## src/rtl/demux_1x2_32bit_buf_pkg.sv

```systemverilog
// Shared select encoding and datapath width, common to the 2:1 select mux
// and the 1:2 buffered distributor.
package demux_1x2_32bit_buf_pkg;

  localparam int unsigned DATA_W_DEFAULT = 32;

  localparam logic SEL_Y0 = 1'b0;
  localparam logic SEL_Y1 = 1'b1;

endpackage

```

## src/rtl/fifo_sync_32bit.sv

```systemverilog
// Single-clock FIFO. Full and empty come from the level counter, not from
// pointer compare. The head word is read straight out of registered storage.
module fifo_sync_32bit #(
  parameter int unsigned WIDTH = 32,
  parameter int unsigned DEPTH = 2
) (
  input  logic                     clk,
  input  logic                     rst_n,
  input  logic                     i_push,
  input  logic [WIDTH-1:0]         i_push_data,
  input  logic                     i_pop,
  output logic                     o_full_c,
  output logic                     o_empty_c,
  output logic [$clog2(DEPTH):0]   o_level,
  output logic [WIDTH-1:0]         o_head_c
);

  localparam int unsigned PTR_W = $clog2(DEPTH);
  localparam int unsigned LVL_W = PTR_W + 1;

  logic [WIDTH-1:0] r_mem [DEPTH];
  logic [PTR_W-1:0] r_wr_ptr;
  logic [PTR_W-1:0] r_rd_ptr;
  logic [LVL_W-1:0] r_level;
  logic             w_push;
  logic             w_pop;

  assign o_full_c  = (r_level == LVL_W'(DEPTH));
  assign o_empty_c = (r_level == '0);
  assign o_level   = r_level;
  assign o_head_c  = r_mem[r_rd_ptr];

  // Illegal requests (push when full, pop when empty) are dropped here.
  assign w_push = i_push && !o_full_c;
  assign w_pop  = i_pop && !o_empty_c;

  always_ff @(posedge clk or negedge rst_n) begin
    if (!rst_n) begin
      for (int i = 0; i < int'(DEPTH); i++) begin
        r_mem[i] <= '0;
      end
      r_wr_ptr <= '0;
      r_rd_ptr <= '0;
      r_level  <= '0;
    end else begin
      if (w_push) begin
        r_mem[r_wr_ptr] <= i_push_data;
        r_wr_ptr        <= r_wr_ptr + PTR_W'(1);
      end
      if (w_pop) begin
        r_rd_ptr <= r_rd_ptr + PTR_W'(1);
      end
      case ({w_push, w_pop})
        2'b10:   r_level <= r_level + LVL_W'(1);
        2'b01:   r_level <= r_level - LVL_W'(1);
        default: r_level <= r_level;
      endcase
    end
  end

endmodule

```

## src/rtl/demux_1x2_32bit_buf.sv

```systemverilog
// Buffered 1:2 distributor. Each input word is steered by in_sel into one of
// two independently drained FIFOs, and per-output acceptance counters are kept.
module demux_1x2_32bit_buf
  import demux_1x2_32bit_buf_pkg::*;
#(
  parameter int unsigned WIDTH = DATA_W_DEFAULT,
  parameter int unsigned DEPTH = 2,
  parameter int unsigned CNT_W = 16
) (
  input  logic                     clk,
  input  logic                     rst_n,
  input  logic                     in_valid,
  output logic                     in_ready,
  input  logic                     in_sel,
  input  logic [WIDTH-1:0]         in_data,
  output logic                     Y0_valid,
  input  logic                     Y0_ready,
  output logic [WIDTH-1:0]         Y0,
  output logic                     Y1_valid,
  input  logic                     Y1_ready,
  output logic [WIDTH-1:0]         Y1,
  output logic [$clog2(DEPTH):0]   Y0_level,
  output logic [$clog2(DEPTH):0]   Y1_level,
  output logic [CNT_W-1:0]         Y0_count,
  output logic [CNT_W-1:0]         Y1_count
);

  logic w_full0;
  logic w_full1;
  logic w_empty0;
  logic w_empty1;
  logic w_accept;
  logic w_push0;
  logic w_push1;
  logic w_pop0;
  logic w_pop1;
  logic [CNT_W-1:0] r_count0;
  logic [CNT_W-1:0] r_count1;

  // Ready looks only at registered fullness, so a same-cycle pop never opens it.
  assign in_ready = (in_sel == SEL_Y1) ? !w_full1 : !w_full0;
  assign w_accept = in_valid && in_ready;
  assign w_push0  = w_accept && (in_sel == SEL_Y0);
  assign w_push1  = w_accept && (in_sel == SEL_Y1);

  assign Y0_valid = !w_empty0;
  assign Y1_valid = !w_empty1;
  assign w_pop0   = Y0_valid && Y0_ready;
  assign w_pop1   = Y1_valid && Y1_ready;

  fifo_sync_32bit #(
    .WIDTH (WIDTH),
    .DEPTH (DEPTH)
  ) u_fifo_y0 (
    .clk         (clk),
    .rst_n       (rst_n),
    .i_push      (w_push0),
    .i_push_data (in_data),
    .i_pop       (w_pop0),
    .o_full_c    (w_full0),
    .o_empty_c   (w_empty0),
    .o_level     (Y0_level),
    .o_head_c    (Y0)
  );

  fifo_sync_32bit #(
    .WIDTH (WIDTH),
    .DEPTH (DEPTH)
  ) u_fifo_y1 (
    .clk         (clk),
    .rst_n       (rst_n),
    .i_push      (w_push1),
    .i_push_data (in_data),
    .i_pop       (w_pop1),
    .o_full_c    (w_full1),
    .o_empty_c   (w_empty1),
    .o_level     (Y1_level),
    .o_head_c    (Y1)
  );

  // Acceptance counters wrap silently and ignore pops.
  always_ff @(posedge clk or negedge rst_n) begin
    if (!rst_n) begin
      r_count0 <= '0;
      r_count1 <= '0;
    end else begin
      if (w_push0) r_count0 <= r_count0 + CNT_W'(1);
      if (w_push1) r_count1 <= r_count1 + CNT_W'(1);
    end
  end

  assign Y0_count = r_count0;
  assign Y1_count = r_count1;

endmodule

```

## config.mk

```make
export PLATFORM = sky130hd
export DESIGN_NAME = demux_1x2_32bit_buf
export DESIGN_NICKNAME = d
export VERILOG_FILES = /design/src/rtl/demux_1x2_32bit_buf_pkg.sv /design/src/rtl/fifo_sync_32bit.sv /design/src/rtl/demux_1x2_32bit_buf.sv
export SDC_FILE = /design/constraint.sdc
export NUM_CORES = 1
export LEC_CHECK = 0
export ABC_AREA = 1
export BUFFER_PORTS_ARGS = -buffer_cell sky130_fd_sc_hd__buf_2
export CORE_MARGIN = 3
export CORE_UTILIZATION = 62
export CTS_BUF_LIST = sky130_fd_sc_hd__clkbuf_4
export DETAILED_ROUTE_END_ITERATION = 7
export PLACE_DENSITY = 0.88
export SETUP_SLACK_MARGIN = 0.5
export SLEW_MARGIN = 10
export SYNTH_ARGS = -nofsm -noshare
export SYNTH_HDL_FRONTEND = slang
export SYNTH_SLANG_ARGS = --single-unit
```

## constraint.sdc

```tcl
create_clock -name clk -period 3.6 [get_ports clk]
set_input_delay 0.36 -clock clk [delete_from_list [all_inputs] [get_ports clk]]
set_output_delay 0.36 -clock clk [all_outputs]
set_load 0.005 [all_outputs]
```

# Word level (Yosys, flattened, before mapping)
# Index checks and enable logic that the tools add are counted.
[word_totals]
register_bits = 168
latchBits = 0
mem_bits_rw = 0
rom_bits = 0
inputBits = 38
output_inout_bits = 103
elab_cells = 73
memories = 0
[op_classes]
addsub = 10
mul = 0
div = 0
order_cmp = 6
n_eq_ne = 6
shifts = 0
muxes = 15
bitwise = 5
n_reduce_logical = 19
[op_table]
columns = ["cell", "n"]
rows = [
  ["$mux 32", 8],
  ["$bwmux 64", 2],
  ["$demux 32 s1", 2],
  ["$add 16x1->16 const B", 2],
  ["$logic_and 1x1->1", 11],
  ["$eq 2x2->1 const B", 4],
  ["$ge 2x2->1 const B", 4],
  ["$not 1->2", 4],
  ["$pmux 2 s2", 2],
  ["$add 1x1->1 const B", 4],
  ["$add 2x1->2 const B", 2],
  ["$eq 2x1->1 const B", 2],
  ["$logic_not 1->1", 4],
  ["$logic_not 2->1", 2],
  ["$lt 2x1->1 const B", 2],
  ["$reduce_bool 2->1", 2],
  ["$sub 2x1->2 const B", 2],
  ["$mux 1", 1],
  ["$not 1->1", 1],
]

# Logic depth before layout (Yosys ltp)
[depth]
ltp_word = 8
ltp_mapped = 9

# Cells and area by module
# A second synthesis with hierarchy kept.
[unflattened]
cells_unflattened = 1066
hier_area_um2 = 8363.0
[modules_own_cells]
columns = ["mod", "n_inst", "cells_each", "area_each_um2", "seq_area_each_um2"]
rows = [
  ["fifo_sync_32bit at u_fifo_y1", 1, 418, 3284.4, 1701.6],
  ["fifo_sync_32bit at u_fifo_y0", 1, 418, 3283.1, 1701.6],
  ["demux_1x2_32bit_buf", 1, 230, 1795.5, 800.8],
]

# Worst setup path before layout
# Ideal clock, no wire load.
[synth_path]
path_type = "reg-to-reg"
startpoint = "register u_fifo_y0.r_level[0], in the netlist u_fifo_y0.o_level[0]"
endpoint = "register u_fifo_y0.r_level[1], in the netlist u_fifo_y0.o_level[1]"
setup_time_ns = 0.131
arrival_time_ns = 1.436
t_required_ns = 3.469
setup_slack_ns = 2.033
stages_incl_launch_ff = 9
cell_sequence = "dfrtp_1 > inv_1 > nand2_1 > nand3_2 > buf_2 > ha_1 > a21oi_1 > o21ai_0 > xor2_1"
[synth_via]
elab_chain_cells = 8
elab_cells_between_ends = 16
classes_between = "add/sub (2); eq/ne (3); mux (2); reduce/logical (9)"
[synth_rtl]
columns = ["element", "line_no", "rtl"]
rows = [
  ["from (decl)", "fifo_sync_32bit.sv:24", "logic [LVL_W-1:0] r_level;"],
  ["from (signal assigned)", "fifo_sync_32bit.sv:54", "2'b10: r_level <= r_level + LVL_W'(1);"],
  ["from (signal assigned)", "fifo_sync_32bit.sv:55", "2'b01: r_level <= r_level - LVL_W'(1);"],
  ["from (signal assigned)", "fifo_sync_32bit.sv:56", "default: r_level <= r_level;"],
  ["$eq 2x2->1", "fifo_sync_32bit.sv:28", "assign o_full_c = (r_level == LVL_W'(DEPTH));"],
  ["$logic_not 1->1", "fifo_sync_32bit.sv:34, demux_1x2_32bit_buf.sv:41", ""],
  ["$mux 1", "demux_1x2_32bit_buf.sv:41", "assign in_ready = (in_sel == SEL_Y1) ? !w_full1 : !w_full0;"],
  ["$logic_and 1x1->1", "demux_1x2_32bit_buf.sv:42", "assign w_accept = in_valid && in_ready;"],
  ["$logic_and 1x1->1", "demux_1x2_32bit_buf.sv:43", "assign w_push0 = w_accept && (in_sel == SEL_Y0);"],
  ["$logic_and 1x1->1", "fifo_sync_32bit.sv:34", "assign w_push = i_push && !o_full_c;"],
  ["$eq 2x1->1 or $eq 2x2->1 (tied branches)", "fifo_sync_32bit.sv:53", "case ({w_push, w_pop})"],
  ["$pmux 2 s2 or $reduce_bool 2->1 (tied branches)", "n/a", ""],
]
# Parallel ways exist; a longest one is shown, timed or not.
# A chain may end at the register's enable or synchronous reset.

# Worst setup path in the final report
[layout_path]
startpoint = "register u_fifo_y1.r_rd_ptr"
endpoint = "output port Y1[22]"
[layout_via]
elab_chain_cells = 4
[layout_rtl]
columns = ["element", "line_no", "rtl"]
rows = [
  ["from (decl)", "fifo_sync_32bit.sv:23", "logic [PTR_W-1:0] r_rd_ptr;"],
  ["from (signal assigned)", "fifo_sync_32bit.sv:51", "r_rd_ptr <= r_rd_ptr + PTR_W'(1);"],
  ["$not 1->2 (not written as such)", "fifo_sync_32bit.sv:31", "assign o_head_c = r_mem[r_rd_ptr];"],
  ["$mux 32 (not written as such) (3 in a row)", "fifo_sync_32bit.sv:31", ""],
  ["to (decl)", "demux_1x2_32bit_buf.sv:21", "output logic [WIDTH-1:0] Y1,"],
]
# Every way passes these cells. The select of a mux whose other input is x is not followed.

==> reports/qor.txt <==
Top cells by area, synth -> dfrtp_1 56%, nand2_1 20%, o21ai_0 5.3%
Clock Skew -> 0.0134 ns
Worst-Margin Slew -> 1.18 ns
Synth cell types -> 25
Crit-path leading delay family -> buffers and inverters
Core area -> 11600 um^2
Pwr dens -> 784 nW/um^2
Crit path largest cell delay -> 0.84 ns
Synth area leader -> dfrtp_1
Most frequent CP cell -> nand2_1
Critical path's slowest cell -> clkinv_1
TNS Setup -> 0 ns
Dominant synthesized flop cell -> dfrtp_1
Die W -> 116 um
IO buf count -> 140
Leakage -> 4.62 nW
Async set or reset register ratio after synthesis -> 100%
Final Non-Filler Cells -> 1162
GRT Util Overall -> 24.2%
Global placement routability congestion -> 0.777
# fillers -> 916
Global-route wire length before repair -> 25600 um
Synth Area in XOR/XNOR -> 3.16%
Number of iterations in the first detailed-routing pass -> 5
RSZ-0062 raised after global routing -> false
Final Setup Violations -> 0
Grt ovf -> 0
EDFF count, synth -> 0
CTS HTree Levels -> 4
Antenna fix cells -> 0
Post-DR vias/cell -> 5.11
Largest net degree at the start of global routing -> 87
Clk buf depth -> 2
Tcrit/Tclk final -> 73.5%
Adder-cell share of the synthesized area -> 0.669%
Cell Area, Synth -> 7480 um^2
Gate Count Post-Synth -> 885
Register clock-pin slew on the reported worst setup and hold paths -> 0.12 ns
Max Transition Viols Final -> 0
Yosys warns -> 0
Die area -> 13400 um^2
Largest family of logic cells by synthesized area -> simple AND/OR/NAND/NOR gates
Final hold slack -> 0.111 ns
Syn-to-layout area delta -> 12.1%
Final Hold Fails -> 0
Top-count cell post-synth -> nand2_1
Clock sinks -> 168
Vias in the first global route -> 5291
Worst Hold Class -> in2reg
Post-detail-place hpwl -> 10500 um
Max-cap check violation count -> 0
WS Path Type -> reg2out
Synth top cells by count -> 397 x nand2_1, 168 x dfrtp_1, 79 x o21ai_0
WP data arrival -> 2.29 ns
Clock tree root driver cell -> clkbuf_4
Clock insertion delay at the later pin of the skew report -> 0.54 ns
Max Fclk -> 0.378 GHz
Synth Net Count -> 927
Peak VDD IR -> 0.438 mV
CP startpoint kind -> register
CP required -> 3.24 ns
CTS tree -> built
Die Y -> 116 um
Slew headroom -> 21.6%
Crit-path cells -> clkinv_1, nand2_1, nand2_1, buf_2
Avg Inst Size Synth -> 8.46 um^2
Seq/Total Area, Yosys -> 56.2%
Drt wl/cell -> 13.5 um
DRC viols -> 0
Status -> finished, final reports clean
Number of top-level pins -> 141
Initial antenna violation count -> 0
Synth top area share -> 56.2%
Post-route ant nets -> 0
Min cycle time layout -> 2.65 ns
FP Rows -> 39
CTS buffer count -> 17
Mux contribution to synthesized area -> 0%
Cells after DPL -> 1133
Starting Density -> 64.4%
Complex-gate fraction of the synthesized area -> 10.2%
First-iteration detailed-routing DRC count -> 447
Buffers & Inverters on Critical Path -> 2
Setup crit end kind -> output pin
Crit path max fanout -> 33
Simple-gate portion of the synthesized area -> 23.5%
Share of post-route cells with drive strength above 1 -> 20.1%
NumNets Final -> 1052
Via count -> 5934
#FFs+latches synth -> 168
WL final -> 15700 um
==> cell usage in the layout, fill, tap and decap left out, types with 2 or more instances in the layout <==
cell / count
clkinv_2: 3
inv_1: 56
nand2_2: 3
o21ai_1: 32
o21ai_2: 23
inv_2: 2
xnor2_1: 15
or2_2: 2
dfrtp_1: 168
nor2_2: 2
nand2_1: 397
xor2_1: 12
clkbuf_4: 21
a21oi_1: 2
clkinv_1: 5
o21ai_0: 79
nor2_1: 21
buf_4: 5
nand3_1: 12
nand4_1: 6
buf_2: 139
ha_1: 4
nor3_1: 3
==> metal layers <==
layer / part of all wire [%] / routed length (um) / vias up / GRT usage, %
met5: 0 / 0 / - / 0
met4: 1.4 / 220 / 0 / 6.65
met3: 5.1 / 795 / 13 / 5.64
met2: 47 / 7360 / 149 / 37.9
met1: 47 / 7350 / 2757 / 34.4
li1: - / - / 3015 / -
==> sequential cells by signal (all words and copies together) (netlist names) <==
register	count
Y1_count	16
u_fifo_y0.r_rd_ptr	1
u_fifo_y1.o_level	2
Y0_count	16
u_fifo_y0.r_mem	64
u_fifo_y0.r_wr_ptr	1
u_fifo_y1.r_wr_ptr	1
u_fifo_y0.o_level	2
u_fifo_y1.r_rd_ptr	1
u_fifo_y1.r_mem	64
==> worst register-to-register path, stage by stage (launching register included) <==
cell,delay [ns]
dfrtp_1,0.44
inv_1,0.07
nand2_1,0.08
nand3_2,0.24
inv_2,0.23
nand2_2,0.59
o21ai_0,0.44
==> final cells by class <==
class	count	area, um^2	share of cell area (%)
inverters	60	225	2.68
flip-flops and latches	168	4200	50.1
clock inverters	7	33.8	0.403
clock buffers	21	158	1.88
well taps	143	179	2.13
repair buffers	147	774	9.23
multi-input cells	616	2810	33.5
==> cell families (layout without fill, tap and decap cells) <==
| group | Yosys count | in the layout |
|---|---|---|
| xor+xnor | 27 | 27 |
| flops | 168 | 168 |
| simple gates | 449 | 449 |
| compound gates | 136 | 136 |
| fa+ha+maj | 4 | 4 |
| buf+inv | 101 | 235 |
==> metrics by stage <==
stage                     util [%]  power (mW)  area, um^2  worst slack [ns]
after global routing          72.2        7.16        8390             0.759
after floorplan                  -        4.72        7480              2.03
after global placement        70.5        5.63        8190              1.51
after detailed placement      70.5        5.77        8190              1.40
final                         72.2        6.57        8390             0.954
after CTS                     72.2        6.62        8390             0.938
==> where the power goes <==
part	switching, mW	total [mW]	internal (mW)
combinational	1.51	2.59	1.07
clock	0.583	0.861	0.278
sequential	0.477	3.13	2.65
==> what timing repair did <==
item | 4_1_cts | 5_1_grt
gates resized for setup | 0 | 0
buffers inserted | 0 | 0
hold buffers | 1 | 0
endpoints found under the hold margin | 82 | 0
==> path summary, 6_finish.rpt <==
kind | from | to | slack [ns] | cells after the start
max | u_fifo_y1.r_rd_ptr | Y1[22] | 0.95 | 4
min | in_data[26] | u_fifo_y1.r_mem[58] | 0.11 | 3
max reg2reg | u_fifo_y0.o_level[0] | u_fifo_y0.r_mem[5] | 1.41 | 6
min reg2reg | u_fifo_y1.r_mem[39] | u_fifo_y1.r_mem[39] | 0.49 | 2
max in group asynchronous | rst_n | u_fifo_y0.r_mem[0] | 2.26 | 3
min in group asynchronous | rst_n | u_fifo_y1.r_mem[41] | 0.43 | 2
No activity file was read; power rests on OpenSTA's default activity.
